[src/rtl/riscv_ifq_pkg.sv]
// Shared types and constants for the instruction fetch queue.
// Falls back to RV32 widths when the shared RISC-V defines header has not been read first.
`ifndef XLEN
`define XLEN 32
`endif
`ifndef IMEM_ADDR_BIT
`define IMEM_ADDR_BIT 12
`endif

package riscv_ifq_pkg;

    localparam int XLEN = `XLEN;

    localparam logic ST_FETCH_ENC = 1'b0;
    localparam logic ST_DRAIN_ENC = 1'b1;

    typedef enum logic {
        FETCH = ST_FETCH_ENC,
        DRAIN = ST_DRAIN_ENC
    } ifq_state_e;

    typedef struct packed {
        logic [XLEN-1:0] pc;
        logic [XLEN-1:0] instr;
    } ifq_entry_t;

    // Instruction addresses are word aligned; the low two bits are dropped.
    function automatic logic [XLEN-1:0] align_pc(input logic [XLEN-1:0] pc);
        return pc & ~XLEN'(3);
    endfunction

endpackage

[src/rtl/riscv_ifq_if.sv]
// Fetch-queue bus: instruction-memory request/response plus the CPU-facing queue head.
// The master modport is the queue itself; the slave side is memory and fetch stage together.
interface riscv_ifq_if;
    import riscv_ifq_pkg::*;

    logic            o_imem_req;
    logic [XLEN-1:0] o_imem_addr;
    logic            i_imem_rvalid;
    logic [XLEN-1:0] i_imem_rdata;

    logic            o_ifq_valid;
    logic [XLEN-1:0] o_ifq_pc;
    logic [XLEN-1:0] o_ifq_instr;
    logic            i_ifq_ready;

    modport master (
        output o_imem_req, o_imem_addr,
        input  i_imem_rvalid, i_imem_rdata,
        output o_ifq_valid, o_ifq_pc, o_ifq_instr,
        input  i_ifq_ready
    );

    modport slave (
        input  o_imem_req, o_imem_addr,
        output i_imem_rvalid, i_imem_rdata,
        input  o_ifq_valid, o_ifq_pc, o_ifq_instr,
        output i_ifq_ready
    );

endinterface

[src/rtl/riscv_ifq_fifo.sv]
// Show-ahead synchronous FIFO holding {pc, instr} entries; flush empties it in one cycle.
module riscv_ifq_fifo #(
    parameter int WIDTH = 64,
    parameter int DEPTH = 4
) (
    input  logic                     i_clk,
    input  logic                     i_rst,
    input  logic                     i_flush,
    input  logic                     i_push,
    input  logic [WIDTH-1:0]         i_wdata,
    input  logic                     i_pop,
    output logic [WIDTH-1:0]         o_rdata,
    output logic                     o_full,
    output logic                     o_empty,
    output logic [$clog2(DEPTH):0]   o_count
);

    localparam int AW = $clog2(DEPTH);
    localparam logic [AW:0] FULL_CNT = (AW+1)'(DEPTH);

    logic [WIDTH-1:0] mem [DEPTH];
    logic [AW-1:0]    wptr;
    logic [AW-1:0]    rptr;
    logic [AW:0]      count;

    // NOTE: state uses non-blocking assignments so every register samples pre-edge values.
    always_ff @(posedge i_clk) begin
        if (i_rst || i_flush) begin
            wptr  <= '0;
            rptr  <= '0;
            count <= '0;
        end else begin
            // DEPTH is a power of two, so pointer overflow is the modulo-DEPTH wrap.
            if (i_push) wptr <= wptr + AW'(1);
            if (i_pop)  rptr <= rptr + AW'(1);
            count <= count + (AW+1)'(i_push) - (AW+1)'(i_pop);
        end
    end

    // NOTE: the storage array is not reset; count/empty gate every read, so its contents never leak.
    always_ff @(posedge i_clk) begin
        if (i_push && !i_flush && !i_rst) mem[wptr] <= i_wdata;
    end

    assign o_rdata = mem[rptr];
    assign o_full  = (count == FULL_CNT);
    assign o_empty = (count == '0);
    assign o_count = count;

endmodule

[src/rtl/riscv_ifq.sv]
// Instruction fetch queue between the CPU fetch stage and a registered instruction memory.
// Requests are throttled so queued plus in-flight words never exceed DEPTH; redirects drain stale responses.
module riscv_ifq
    import riscv_ifq_pkg::*;
#(
    parameter logic [`XLEN-1:0] RESET_PC = 32'h0000_0000,
    parameter int               DEPTH    = 4
) (
    input  logic              i_clk,
    input  logic              i_rst,
    input  logic              i_redirect,
    input  logic [`XLEN-1:0]  i_redirect_pc,
    riscv_ifq_if.master       bus
);

    localparam int CW = $clog2(DEPTH) + 1;
    localparam logic [CW-1:0] DEPTH_CNT = CW'(DEPTH);

    ifq_state_e      state;
    logic [XLEN-1:0] fetch_pc;
    logic [XLEN-1:0] resp_pc;
    logic [CW-1:0]   outstanding;
    logic [CW-1:0]   discard;

    logic [CW-1:0]   fifo_count;
    logic            fifo_full;
    logic            fifo_empty;
    ifq_entry_t      wr_entry;
    ifq_entry_t      rd_entry;

    logic            imem_req;
    logic            resp;
    logic            push;
    logic            pop;
    logic            ifq_valid;
    logic [CW:0]     inflight;
    logic [CW-1:0]   out_after_resp;

    assign inflight       = {1'b0, fifo_count} + {1'b0, outstanding};
    assign imem_req       = (state == FETCH) && (inflight < {1'b0, DEPTH_CNT}) && !i_redirect && !i_rst;
    assign resp           = bus.i_imem_rvalid && !i_rst;
    assign push           = resp && (state == FETCH) && !i_redirect;
    assign ifq_valid      = !fifo_empty && !i_redirect && !i_rst;
    assign pop            = ifq_valid && bus.i_ifq_ready;
    assign out_after_resp = outstanding - CW'(resp);

    always_ff @(posedge i_clk) begin
        if (i_rst) begin
            state       <= FETCH;
            fetch_pc    <= RESET_PC;
            resp_pc     <= RESET_PC;
            outstanding <= '0;
            discard     <= '0;
        end else begin
            outstanding <= outstanding + CW'(imem_req) - CW'(resp);
            if (i_redirect) begin
                // Whatever is still in flight after this cycle belongs to the old stream.
                fetch_pc <= align_pc(i_redirect_pc);
                resp_pc  <= align_pc(i_redirect_pc);
                discard  <= out_after_resp;
                state    <= (out_after_resp != '0) ? DRAIN : FETCH;
            end else begin
                if (imem_req) fetch_pc <= fetch_pc + XLEN'(4);
                if (push)     resp_pc  <= resp_pc + XLEN'(4);
                if (state == DRAIN && resp) begin
                    discard <= discard - CW'(1);
                    if (discard == CW'(1)) state <= FETCH;
                end
            end
        end
    end

    // The throttle on imem_req must make this unreachable.
    always_ff @(posedge i_clk) begin
        if (!i_rst) assert (!(push && fifo_full));
    end

    assign wr_entry = '{pc: resp_pc, instr: bus.i_imem_rdata};

    riscv_ifq_fifo #(
        .WIDTH (2 * XLEN),
        .DEPTH (DEPTH)
    ) u_fifo (
        .i_clk   (i_clk),
        .i_rst   (i_rst),
        .i_flush (i_redirect),
        .i_push  (push),
        .i_wdata (wr_entry),
        .i_pop   (pop),
        .o_rdata (rd_entry),
        .o_full  (fifo_full),
        .o_empty (fifo_empty),
        .o_count (fifo_count)
    );

    assign bus.o_imem_req  = imem_req;
    assign bus.o_imem_addr = fetch_pc;
    assign bus.o_ifq_valid = ifq_valid;
    assign bus.o_ifq_pc    = rd_entry.pc;
    assign bus.o_ifq_instr = rd_entry.instr;

endmodule

[src/flat_wrapper.sv]
// flat-port wrapper written by rule: the top's interface ports become plain ports
module riscv_ifq_flat import riscv_ifq_pkg::*;
#(
    parameter logic [`XLEN-1:0] RESET_PC = 32'h0000_0000,
    parameter int               DEPTH    = 4
)
  (i_clk, i_rst, i_redirect, i_redirect_pc, bus_o_imem_req, bus_o_imem_addr, bus_i_imem_rvalid, bus_i_imem_rdata, bus_o_ifq_valid, bus_o_ifq_pc, bus_o_ifq_instr, bus_i_ifq_ready);
  riscv_ifq_if bus_i ();
  input  logic i_clk;
  input  logic i_rst;
  input  logic i_redirect;
  input  logic [`XLEN-1:0] i_redirect_pc;
  output wire logic [$bits(bus_i.o_imem_req)-1:0] bus_o_imem_req;
  output wire logic [$bits(bus_i.o_imem_addr)-1:0] bus_o_imem_addr;
  input wire logic [$bits(bus_i.i_imem_rvalid)-1:0] bus_i_imem_rvalid;
  input wire logic [$bits(bus_i.i_imem_rdata)-1:0] bus_i_imem_rdata;
  output wire logic [$bits(bus_i.o_ifq_valid)-1:0] bus_o_ifq_valid;
  output wire logic [$bits(bus_i.o_ifq_pc)-1:0] bus_o_ifq_pc;
  output wire logic [$bits(bus_i.o_ifq_instr)-1:0] bus_o_ifq_instr;
  input wire logic [$bits(bus_i.i_ifq_ready)-1:0] bus_i_ifq_ready;
  assign bus_o_imem_req = bus_i.o_imem_req;
  assign bus_o_imem_addr = bus_i.o_imem_addr;
  assign bus_i.i_imem_rvalid = bus_i_imem_rvalid;
  assign bus_i.i_imem_rdata = bus_i_imem_rdata;
  assign bus_o_ifq_valid = bus_i.o_ifq_valid;
  assign bus_o_ifq_pc = bus_i.o_ifq_pc;
  assign bus_o_ifq_instr = bus_i.o_ifq_instr;
  assign bus_i.i_ifq_ready = bus_i_ifq_ready;
  riscv_ifq #(.RESET_PC(RESET_PC), .DEPTH(DEPTH)) u_core (.i_clk(i_clk), .i_rst(i_rst), .i_redirect(i_redirect), .i_redirect_pc(i_redirect_pc), .bus(bus_i));
endmodule
[config.mk]
export PLATFORM = sky130hd
export DESIGN_NAME = riscv_ifq_flat
export DESIGN_NICKNAME = d
export VERILOG_FILES = /design/src/rtl/riscv_ifq_pkg.sv /design/src/rtl/riscv_ifq_if.sv /design/src/rtl/riscv_ifq_fifo.sv /design/src/rtl/riscv_ifq.sv /design/src/flat_wrapper.sv
export SDC_FILE = /design/constraint.sdc
export NUM_CORES = 1
export LEC_CHECK = 0
export BUFFER_PORTS_ARGS = -buffer_cell sky130_fd_sc_hd__clkbuf_2
export CAP_MARGIN = 25
export CORE_ASPECT_RATIO = 0.5
export CORE_MARGIN = 10
export CORE_UTILIZATION = 62
export CTS_BUF_LIST = sky130_fd_sc_hd__clkbuf_16
export DETAILED_ROUTE_END_ITERATION = 10
export GPL_TIMING_DRIVEN = 0
export PLACE_DENSITY = 0.85
export SYNTH_ARGS = -nofsm -noshare
export SYNTH_HDL_FRONTEND = slang
export SYNTH_SLANG_ARGS = --single-unit
[constraint.sdc]
create_clock -name i_clk -period 6.8 [get_ports i_clk]
set_input_delay 0.68 -clock i_clk [delete_from_list [all_inputs] [get_ports i_clk]]
set_output_delay 0.68 -clock i_clk [all_outputs]
set_load 0.005 [all_outputs]
* Word-level counts from Yosys, hierarchy flattened
Memory sizes are Yosys's and may differ from the RTL's. A register that Yosys moved wholly into a read port is not among the register bits.
Cells that the tools add are included.
** Storage, ports and cells
- Memory bits (read-only) :: 0
- Bits in registers :: 78
- Output and inout port bits :: 98
- Latch bits :: 0
- Memory bits (writable) :: 256
- Memories :: 1
** Operators by class
- Equality and inequality tests :: 1
- Bitwise gates (word level) :: 1
- Multiplexer cells :: 14
- Shift operators :: 0
- Multiply operators :: 0
- $add $sub $neg :: 11
- Reduce and logical (&&, ||, !) cells :: 24
- Div/mod/pow operators :: 0
- $lt $le $gt $ge :: 1
** Memory list
- u_core.u_fifo.mem :: depth 4, width 64, rd ports 1, clocked after Yosys merged registers in 1, wr ports 1, line riscv_ifq_fifo.sv:21 : logic [WIDTH-1:0] mem [DEPTH];
** Operators by type and width (number)
- $mux W32 :: 4
- $add A32 B3 Y32 const B :: 2
- $logic_and A1 B1 Y1 :: 12
- $sub A3 B1 Y3 :: 3
- $reduce_bool A2 Y1 :: 4
- $add A3 B1 Y3 :: 2
- $mux W1 :: 6
- $mux W3 :: 2
- $add A2 B1 Y2 const B :: 2
- $add A3 B3 Y4 :: 1
- $lt A4 B3 Y1 const B :: 1
- $mux W2 :: 2
- $eq A3 B1 Y1 const B :: 1
- $logic_not A1 Y1 :: 3
- $logic_not A3 Y1 :: 1
- $reduce_bool A3 Y1 :: 1
- $sub A3 B1 Y3 const B :: 1
- $reduce_and A2 Y1 :: 1
- $reduce_or A2 Y1 :: 1
- $logic_or A1 B1 Y1 :: 1
- $not A1 Y1 :: 1

* Depth between registers and ports, before layout
- Depth after elaboration :: 8
- Depth in mapped cells :: 12
- Depth with buffers taken out :: 11

* By module
From an unflattened synthesis, not the netlist that was laid out.
** Second synthesis, totals
- Cells, all modules :: 899
- Area, all modules :: 13950.9 sq um
** By module, submodules not included
- riscv_ifq_fifo :: seq. area each 7867.5 sq um, cells an instance 379, instances 1, area an instance 9763.1 sq um
- riscv_ifq :: seq. area each 1341.3 sq um, cells an instance 520, instances 1, area an instance 4187.8 sq um

* Worst setup path after synthesis
OpenSTA, ideal clock, no wires.
- Path type :: input to register
- From :: input port bus_i_imem_rvalid
- To :: memory u_core.u_fifo.mem[0][0], enable pin
- Setup time :: 0.427 ns
- Path buffers :: 1
- Stages on the path :: 3
- Arrival time :: 2.802 ns
- Slack :: 3.571 ns
- Cell sequence :: nor2b_1 > clkbuf_1 > and3_1
** On the way
- Word-level cells in the longest chain between the ends :: 7
** Ends and longest elaborated chain
- start: declaration :: line flat_wrapper.sv:15 : input wire logic [$bits(bus_i.i_imem_rvalid)-1:0] bus_i_imem_rvalid;
- $logic_and A1 B1 Y1 :: line riscv_ifq.sv:41 : assign resp = bus.i_imem_rvalid && !i_rst;
- $logic_and A1 B1 Y1 (2 in a row) :: line riscv_ifq.sv:42 : assign push = resp && (state == FETCH) && !i_redirect;
- $logic_and A1 B1 Y1 (2 in a row) :: line riscv_ifq_fifo.sv:42 : if (i_push && !i_flush && !i_rst) mem[wptr] <= i_wdata;
- $mux W1 :: line riscv_ifq_fifo.sv:42
- $mux W1 (implied by the code) :: line riscv_ifq_fifo.sv:42
- end: declaration :: line riscv_ifq_fifo.sv:21
No other way between the ends.

==> qor.yml <==
ant_nets: 0
cts_made_buffers: 27
synth_largest_area_cell: "edfxtp_1"
insertedDiodeCount: 0
start_kind: "flop"
yosysMostFrequentCell: "edfxtp_1"
crit_family: "buffers and inverters"
viasPerCell: 6.169
synthTopCellsByArea: "edfxtp_1 57%, dfxtp_1 12%, mux4_2 11%, xor2_1 2.7%, xnor2_1 1.7%"
finalPower_mw: 4.008
slew_headroom: 0.3391
finalNonFillerCells: 1301
synth_seq_cells: 324
syn-cell-area_mm2: 0.01311
initial_core_util: 0.6350
hp-class: "in -> reg"
drive_gt1_frac: 0.2850
clock.fmax_ghz: 0.3113
die_w_um: 225.7
drv_cap: 0
powerDensity_mw_per_mm2: 263.4
rows: 37
clk_pin_slew_ns: 0.07
cp_max_fo: 10
route.detailed.drc: 0
slew_violations: 0
worstSetupPathType: "reg -> out"
fin_skew_ns: 0.01561
grt_pass1_vias: 8248
design.core.area_mm2: 0.02065
nets: 1097
critical_path_required_ns: 6.12
wire_per_inst_um: 23.27
rsz0062_at_grt: "false"
tns_ns: 0
cts_hold_buf: 0
place_inst: 1254
crit_chain: "clkbuf_1 -> buf_2 -> mux4_2 -> clkbuf_2"
muxShareOfSynthArea: 0.1080
grt_pass1_wl_mm: 46.60
grt_max_degree: 59
die_y_um: 122.8
synth_seq_area_share: 0.6840
synthDistinctLibCells: 57
synth_top_family_by_area: "multiplexers"
path_buf_inv: 3
drt_pass1_iterations: 5
drt-initial-drc-count: 850
synth_common_cells: "248 x edfxtp_1, 76 x dfxtp_1, 62 x mux4_2"
synth_cells: 815
tightest_slew_ns: 0.9839
post_cts_resized: 0
cts.sinks: 324
cts_tree: "done"
p_leak_nw: 5.295
num_io_pins: 167
synth_xor_area_frac: 0.04342
grt_usage: 0.2157
multiInputGateArea_mm2: 0.003913
synth_adder_area_share: 0.01832
synth-compound-area-share: 0.04915
finalCriticalPeriod_ns: 3.212
avgSynthCellArea_um2: 16.09
end_kind: "output port"
clk_root_buffer_cell: "clkbuf_16"
synth_top_flop_cell: "edfxtp_1"
register_area_mm2: 0.008969
status: "complete, no violations"
post-route-period-util: 0.4724
gp_routability_congestion: 0.9069
wl_mm: 30.28
clk_path_buf_depth: 3
clock_latency_ns: 0.53
synthSimpleGateAreaFrac: 0.07682
die_area_mm2: 0.02772
setup_viol: 0
postCtsSetupRepairBufs: 0
yosysWarnings: 0
crit_slowest_cell: "mux4_2"
grt-ovfl-total: 0
fillers: 1287
cts.htree.levels: 1
async_flop_share: 0
peakVddDrop_mv: 0.1288
hold_viol: 0
crit_arrival_ns: 2.53
port_buffers: 159
vias: 8026
antenna_found_initial: 0
synth_top_area_frac: 0.5680
hpwl_mm: 20.14
slowest_delay_ns: 0.60
synth_edf_count: 248
area_delta_synth_final_pct: 16.05
through the flow:
step	hold WS (ns)	setup slack (ns)	instance area [um^2]	util
final	0.3804	3.588	15220	0.7369
after global routing	0.3708	3.413	15220	0.7369
after CTS	0.3589	3.487	15220	0.7369
after detailed placement	0.5232	3.295	14390	0.6969
after global placement	0.5073	1.999	14260	0.6906
after floorplan	0.4847	3.571	13120	-
layer usage:
layer / vias up / track usage / part of all wire
met2: 379 / 0.3700 / 0.51
met3: 44 / 0.03929 / 0.072
met5: - / 0 / 0
met1: 4051 / 0.2871 / 0.41
li1: 3552 / - / -
met4: 0 / 0.04486 / 0.014
kinds of logic after synthesis:
family | Yosys count
buffers and inverters | 63
other | 1
flip-flops | 324
XOR/XNOR | 65
AO/OA/AOI/OAI | 98
AND/OR/NAND/NOR | 182
multiplexers | 64
adder cells (fa/ha/maj) | 18
final cells by class:
cell class	count	area share
timing repair buffer	163	0.05953
multi-input combinational	431	0.2571
clock buffer	27	0.04440
buffer	38	0.01102
inverter	25	0.006167
clock inverter	20	0.009868
tap	273	0.02245
sequential	324	0.5894
worst reg2reg max path, cell delays in order (launching register included):
cell	delay [ns]
dfxtp_1	0.35
ha_1	0.24
nor4_4	0.32
and2_1	0.17
buf_2	0.19
nand2_1	0.30
ha_1	0.42
inv_1	0.06
ha_1	0.14
inv_1	0.05
fa_1	0.37
xnor2_1	0.17
nor2_1	0.05
worst paths after layout:
path                                               start                                endpoint  slack, ns  cells past startpoint
setup / recovery                                    flop                        bus_o_ifq_pc[14]       3.59                      4
hold / removal                      bus_i_imem_rdata[17]      u_core.u_fifo.mem[1][17]$_DFFE_PP_       0.38                      1
setup reg to reg     u_core.u_fifo.o_count[2]$_SDFF_PP0_        u_core.outstanding[2]$_SDFF_PP0_       3.86                     12
hold reg to reg   u_core.bus.o_imem_addr[3]$_SDFFE_PP0P_  u_core.bus.o_imem_addr[3]$_SDFFE_PP0P_       0.55                      2
cell usage in the layout, fill, tap and decap left out, drive strengths merged, types with 2 or more instances in the layout:
master    synthesis  layout
nor2b             3       3
o22ai            16      16
mux2i             2       2
buf              17      21
a31oi             2       2
o21bai            5       5
and3             18      18
a21oi            24      24
a211oi           11      11
clkinv            1      13
nand2            33      33
xnor2            25      25
ha               16      16
inv              24      26
and4              3       3
or2               2       2
clkbuf           21     207
edfxtp          248     248
mux4             62      62
nand3            31      31
clkinvlp          0       4
nor4              5       5
nor3b             3       3
or3               2       2
nor3              9       9
fa                2       2
bufinv            0       2
and2              5       5
xor2             40      40
conb              1       4
o21ai            10      10
nand4            22      22
nor2             39      39
a22oi            10      10
dfxtp            76      76
nor4b             2       2
a21boi           14      14
flip-flops by register name, summed over array words and instances, names as in the netlist, named ones only:
register	flops
u_core.u_fifo.mem	248
u_core.bus.o_imem_addr	30
u_core.resp_pc	30
u_core.discard	3
u_core.outstanding	3
u_core.u_fifo.o_count	3
u_core.u_fifo.rptr	2
u_core.u_fifo.wptr	2
u_core.state	1
power by group:
part	switching (mW)	internal (mW)
Sequential	0.0664	2.18
Clock	0.677	0.798
Combinational	0.162	0.121
Total	0.905	3.10
Note: power is estimated with default switching activity, not from simulation.
